--- src/rtl/serial_pattern_tx_if.sv ---
// Serial pattern transmitter port bundle.
// master drives requests, slave is the transmitter.
interface serial_pattern_tx_if #(
  parameter int WIDTH   = 4,
  parameter int COUNT_W = 4
);
  logic               start;
  logic [WIDTH-1:0]   data;
  logic [COUNT_W-1:0] reps;
  logic               abort;
  logic               w;
  logic               valid;
  logic               frame_last;
  logic               busy;
  logic               done;

  modport master (
    output start, data, reps, abort,
    input  w, valid, frame_last, busy, done
  );

  modport slave (
    input  start, data, reps, abort,
    output w, valid, frame_last, busy, done
  );
endinterface

--- src/rtl/serial_pattern_tx.sv ---
// Serial pattern transmitter: shifts a WIDTH-bit frame out MSB
// first, repeated reps+1 times back to back, registered outputs.
module serial_pattern_tx #(
  parameter int WIDTH   = 4,
  parameter int COUNT_W = 4
) (
  input  logic Clock,
  input  logic Resetn,
  serial_pattern_tx_if.slave bus
);
  localparam int BW = (WIDTH > 2) ? $clog2(WIDTH) : 1;
  localparam logic [BW-1:0] LAST = BW'(WIDTH - 1);

  typedef enum logic [1:0] {
    IDLE  = 2'd0,
    SHIFT = 2'd1,
    DONE  = 2'd2
  } state_t;

  state_t             state_q, state_d;
  logic [WIDTH-1:0]   sreg_q, sreg_d;
  logic [WIDTH-1:0]   copy_q, copy_d;
  logic [BW-1:0]      bcnt_q, bcnt_d;
  logic [COUNT_W-1:0] frm_q, frm_d;

  logic w_d, valid_d, last_d, busy_d, done_d;

  always_ff @(posedge Clock or negedge Resetn) begin
    if (!Resetn) begin
      state_q        <= IDLE;
      sreg_q         <= '0;
      copy_q         <= '0;
      bcnt_q         <= '0;
      frm_q          <= '0;
      bus.w          <= 1'b0;
      bus.valid      <= 1'b0;
      bus.frame_last <= 1'b0;
      bus.busy       <= 1'b0;
      bus.done       <= 1'b0;
    end else begin
      state_q        <= state_d;
      sreg_q         <= sreg_d;
      copy_q         <= copy_d;
      bcnt_q         <= bcnt_d;
      frm_q          <= frm_d;
      bus.w          <= w_d;
      bus.valid      <= valid_d;
      bus.frame_last <= last_d;
      bus.busy       <= busy_d;
      bus.done       <= done_d;
    end
  end

  always_comb begin
    state_d = state_q;
    sreg_d  = sreg_q;
    copy_d  = copy_q;
    bcnt_d  = bcnt_q;
    frm_d   = frm_q;
    unique case (state_q)
      IDLE: begin
        if (bus.start) begin
          state_d = SHIFT;
          sreg_d  = bus.data;
          copy_d  = bus.data;
          bcnt_d  = LAST;
          frm_d   = bus.reps;
        end
      end
      SHIFT: begin
        if (bus.abort) begin
          state_d = IDLE;
        end else if (bcnt_q != '0) begin
          sreg_d = {sreg_q[WIDTH-2:0], 1'b0};
          bcnt_d = bcnt_q - BW'(1);
        end else if (frm_q != '0) begin
          // reload for the next frame with no idle gap
          frm_d  = frm_q - COUNT_W'(1);
          sreg_d = copy_q;
          bcnt_d = LAST;
        end else begin
          state_d = DONE;
        end
      end
      DONE:    state_d = IDLE;
      default: state_d = IDLE;
    endcase
  end

  // outputs are decoded from next state so they land in flops
  always_comb begin
    valid_d = (state_d == SHIFT);
    busy_d  = (state_d == SHIFT) || (state_d == DONE);
    done_d  = (state_d == DONE);
    w_d     = valid_d && sreg_d[WIDTH-1];
    last_d  = valid_d && (bcnt_d == '0);
  end
endmodule

--- src/flat_wrapper.sv ---
// flat-port wrapper written by rule: the top's interface ports become plain ports
module serial_pattern_tx_flat 
#(
  parameter int WIDTH   = 4,
  parameter int COUNT_W = 4
)
  (Clock, Resetn, bus_start, bus_data, bus_reps, bus_abort, bus_w, bus_valid, bus_frame_last, bus_busy, bus_done);
  serial_pattern_tx_if #(.WIDTH(WIDTH), .COUNT_W(COUNT_W)) bus_i ();
  input  logic Clock;
  input  logic Resetn;
  input wire logic [$bits(bus_i.start)-1:0] bus_start;
  input wire logic [$bits(bus_i.data)-1:0] bus_data;
  input wire logic [$bits(bus_i.reps)-1:0] bus_reps;
  input wire logic [$bits(bus_i.abort)-1:0] bus_abort;
  output wire logic [$bits(bus_i.w)-1:0] bus_w;
  output wire logic [$bits(bus_i.valid)-1:0] bus_valid;
  output wire logic [$bits(bus_i.frame_last)-1:0] bus_frame_last;
  output wire logic [$bits(bus_i.busy)-1:0] bus_busy;
  output wire logic [$bits(bus_i.done)-1:0] bus_done;
  assign bus_i.start = bus_start;
  assign bus_i.data = bus_data;
  assign bus_i.reps = bus_reps;
  assign bus_i.abort = bus_abort;
  assign bus_w = bus_i.w;
  assign bus_valid = bus_i.valid;
  assign bus_frame_last = bus_i.frame_last;
  assign bus_busy = bus_i.busy;
  assign bus_done = bus_i.done;
  serial_pattern_tx #(.WIDTH(WIDTH), .COUNT_W(COUNT_W)) u_core (.Clock(Clock), .Resetn(Resetn), .bus(bus_i));
endmodule
--- config.mk ---
export PLATFORM = sky130hd
export DESIGN_NAME = serial_pattern_tx_flat
export DESIGN_NICKNAME = d
export VERILOG_FILES = /design/src/rtl/serial_pattern_tx_if.sv /design/src/rtl/serial_pattern_tx.sv /design/src/flat_wrapper.sv
export SDC_FILE = /design/constraint.sdc
export NUM_CORES = 1
export LEC_CHECK = 0
export BUFFER_PORTS_ARGS = -buffer_cell sky130_fd_sc_hd__buf_2
export CAP_MARGIN = 25
export CORE_UTILIZATION = 35
export CTS_CLUSTER_DIAMETER = 30
export CTS_CLUSTER_SIZE = 12
export DETAILED_ROUTE_END_ITERATION = 12
export GPL_TIMING_DRIVEN = 0
export PLACE_DENSITY = 0.57
export SLEW_MARGIN = 5
export SYNTH_ARGS = -nofsm -noshare
export SYNTH_HDL_FRONTEND = slang
export SYNTH_SLANG_ARGS = --single-unit
--- constraint.sdc ---
create_clock -name Clock -period 3.03 [get_ports Clock]
set_clock_uncertainty 0.2 [all_clocks]
set_input_delay 0 -clock Clock [delete_from_list [all_inputs] [get_ports Clock]]
set_output_delay 0 -clock Clock [all_outputs]
set_load 0.05 [all_outputs]
==> impl_metrics.ini <==
[status]
status = completed

[critical_path]
cp-end-kind = flip-flop
r2r_cells = 8
cp.arrival_ps = 2220
worstSetupStartpointType = flip-flop
worstPathRequired_ps = 3040
critPathKind = flip-flop to flip-flop
worstPathMaxFanout = 5
rrSetupSlack_ps = 830

[pwr]
clkPwrFrac_pct = 17.0
p_leak_nw = 0.606
seq_power_share_pct = 50.3
ir_worst_vdd_mv = 0.437
finalPower_mw = 0.802
p_sw_mw = 0.284
switching_share_pct = 35.4
comb_power_share_pct = 32.8
power.density_mw_per_mm2 = 613
internal-power_mw = 0.518

[worst_hold_path]
hold_depth = 4
min_path_type = primary input to flip-flop

[die]
coreArea_mm2 = 0.00278
initial_core_util_pct = 37.3
die_w_um = 56.5
placementRows = 19
dieArea_mm2 = 0.00319
ios = 17
die_y_um = 56.5

[synthesis]
syn_avg_cell_area_um2 = 10.9
syn-cell-area_mm2 = 0.00104
synth_warnings = 0
syn_inst = 95
synth-seq-cells = 21
synth_nets = 110
seq_area_frac_synth_pct = 50.6
synth_cell_types = 38

[global_route]
globalRouteOverflowTotal = 0
grt_pass1_wl_um = 3770
grt_max_degree = 22
grt_use_total_pct = 15.7
grt_pass1_vias = 822
antenna_found_initial = 0

[placement]
placedInstanceArea_mm2 = 0.00116
dp.cells = 142
hpwl_um = 1490
place_ws_ps = 815
gp_congestion = 0.798
port_buffers = 16

[drt]
first_pass_iters = 4
drc = 0
dr_total_vias = 824
wire_per_inst_um = 13.1
wl_um = 2070
ant_nets = 0
vias_per_cell = 5.22
drtIter0Drc = 20

[sta]
worst_pin_slew_ps = 395
relSlewSlack_pct = 73.6
rsz0062_at_grt = no
finalHoldViolations = 0
fin_ws_ps = 826
min_period_ps = 2200
clock.fmax_ghz = 0.454
fin_tns_setup_ps = 0
setup_violations = 0
fin_crit_sh_pct = 72.7
whs_ps = 4.00
finalMaxSlewViolations = 0

[flow_run]
max_cap_violations = 0

[cells_and_area]
drive_above_1_share_pct = 27.6
fin_cells = 158
synthToLayoutAreaGrowth_pct = 26.0
n_antenna_cell = 0
design_area_mm2 = 0.00131
nets = 143
utilization_pct = 47.1

[cts]
cts_tree = built
clock_latency_ps = 300
cts_made_buffers = 3
cts_resized = 0
clk_pin_slew_ps = 110
htreeDepth = 1
cts_sinks = 21
cts_max_path_buffers = 2
cts_setup_buffers = 0
cts_root_buf = clkbuf_4
## area by class of cell
class                      instances  area [um^2]
inverter                           5         18.8
sequential                        21          526
multi-input combinational         67          479
tap                               31         38.8
buffer                             2         15.0
clock buffer                       4         26.3
fill                             277         1470
timing repair buffer              28          205
## metal layers
layer | share of wire [%] | vias to the layer above | track usage, %
met2 | 48 | 14 | 23.9
met1 | 47 | 402 | 20.9
li1 | - | 404 | -
met3 | 3.9 | 4 | 4.84
met4 | 1.8 | 0 | 6.27
met5 | 0 | - | 0
## timing repair
| action | CTS | global route |
|---|---|---|
| endpoints found under the setup margin | 0 | 0 |
| hold buffers | 11 | 0 |
| hold endpoints to repair | 38 | 0 |
## cells in the mapped netlist, drive strengths merged
cell	n	area, um^2
nand2b	1	6.26
a31oi	1	12.5
a221o	3	30.0
or3b	3	31.3
nor2	6	22.5
o21a	1	7.51
clkbuf	1	3.75
and2	2	12.5
o32ai	1	8.76
a21o	2	16.3
o211ai	2	20.0
nand3	2	10.0
nor3b	5	53.8
inv	5	18.8
nor3	2	15.0
a22o	2	17.5
a211oi	1	7.51
mux2	1	11.3
a221oi	1	15.0
nand2	14	52.6
o31ai	1	12.5
or3	1	6.26
a21oi	4	23.8
dfrtp	21	526
buf	1	11.3
nand4	1	6.26
ha	3	37.5
nor2b	1	6.26
o21ai	5	25.0
and3	1	11.3
## kinds of logic after synthesis
family	Yosys count	synth area share [%]
AO/OA/AOI/OAI	24	18.9
adder cells (fa/ha/maj)	3	3.61
buffers and inverters	7	3.25
flip-flops	21	50.6
multiplexers	1	1.08
AND/OR/NAND/NOR	39	22.5
## placed cells by master (no fill, tap or decap), types with 2 or more instances in the layout
cell type       n
a21oi_1         3
clkbuf_4        3
inv_1           5
dlygate4sd3_1  11
nand2_1        14
nor3b_1         3
a22o_1          2
nand3_1         2
and2_1          2
dfrtp_1        21
buf_2          16
a221o_1         3
o21ai_0         4
clkbuf_1        2
ha_1            3
nor2_1          6
or3b_4          2
## worst paths after layout
kind / startpoint / to
min reg2reg: u_core.copy_q[3] / u_core.copy_q[3]
max in group asynchronous: Resetn / u_core.bus.busy
min in group asynchronous: Resetn / u_core.frm_q[3]
max reg2reg: u_core.frm_q[0] / u_core.bus.w
min: bus_start / u_core.sreg_q[3]
max: u_core.frm_q[0] / u_core.bus.w
## critical path, cell delays in order, from the launching register on
cell and delay [ps]:
dfrtp_1 430, inv_1 70, ha_1 200, nor3b_1 320
nand2_1 120, a21oi_2 280, inv_1 100, ha_1 250
and2_1 140
## power by group through the flow
stage	clock network, mW	registers [mW]	logic (mW)
floorplan	0	0.423	0.168
CTS	0.140	0.403	0.265
detailed placement	0	0.409	0.252
global placement	0	0.405	0.246
global route	0.156	0.414	0.296
finish	0.136	0.403	0.263
## sequential cells by signal, summed over array words and instances (netlist names)
name                   flops
u_core.copy_q              4
u_core.frm_q               4
u_core.sreg_q              4
u_core.bcnt_q              2
u_core.state_q             2
u_core.bus.busy            1
u_core.bus.done            1
u_core.bus.frame_last      1
u_core.bus.valid           1
u_core.bus.w               1
Power figures use the tool's default switching activity.
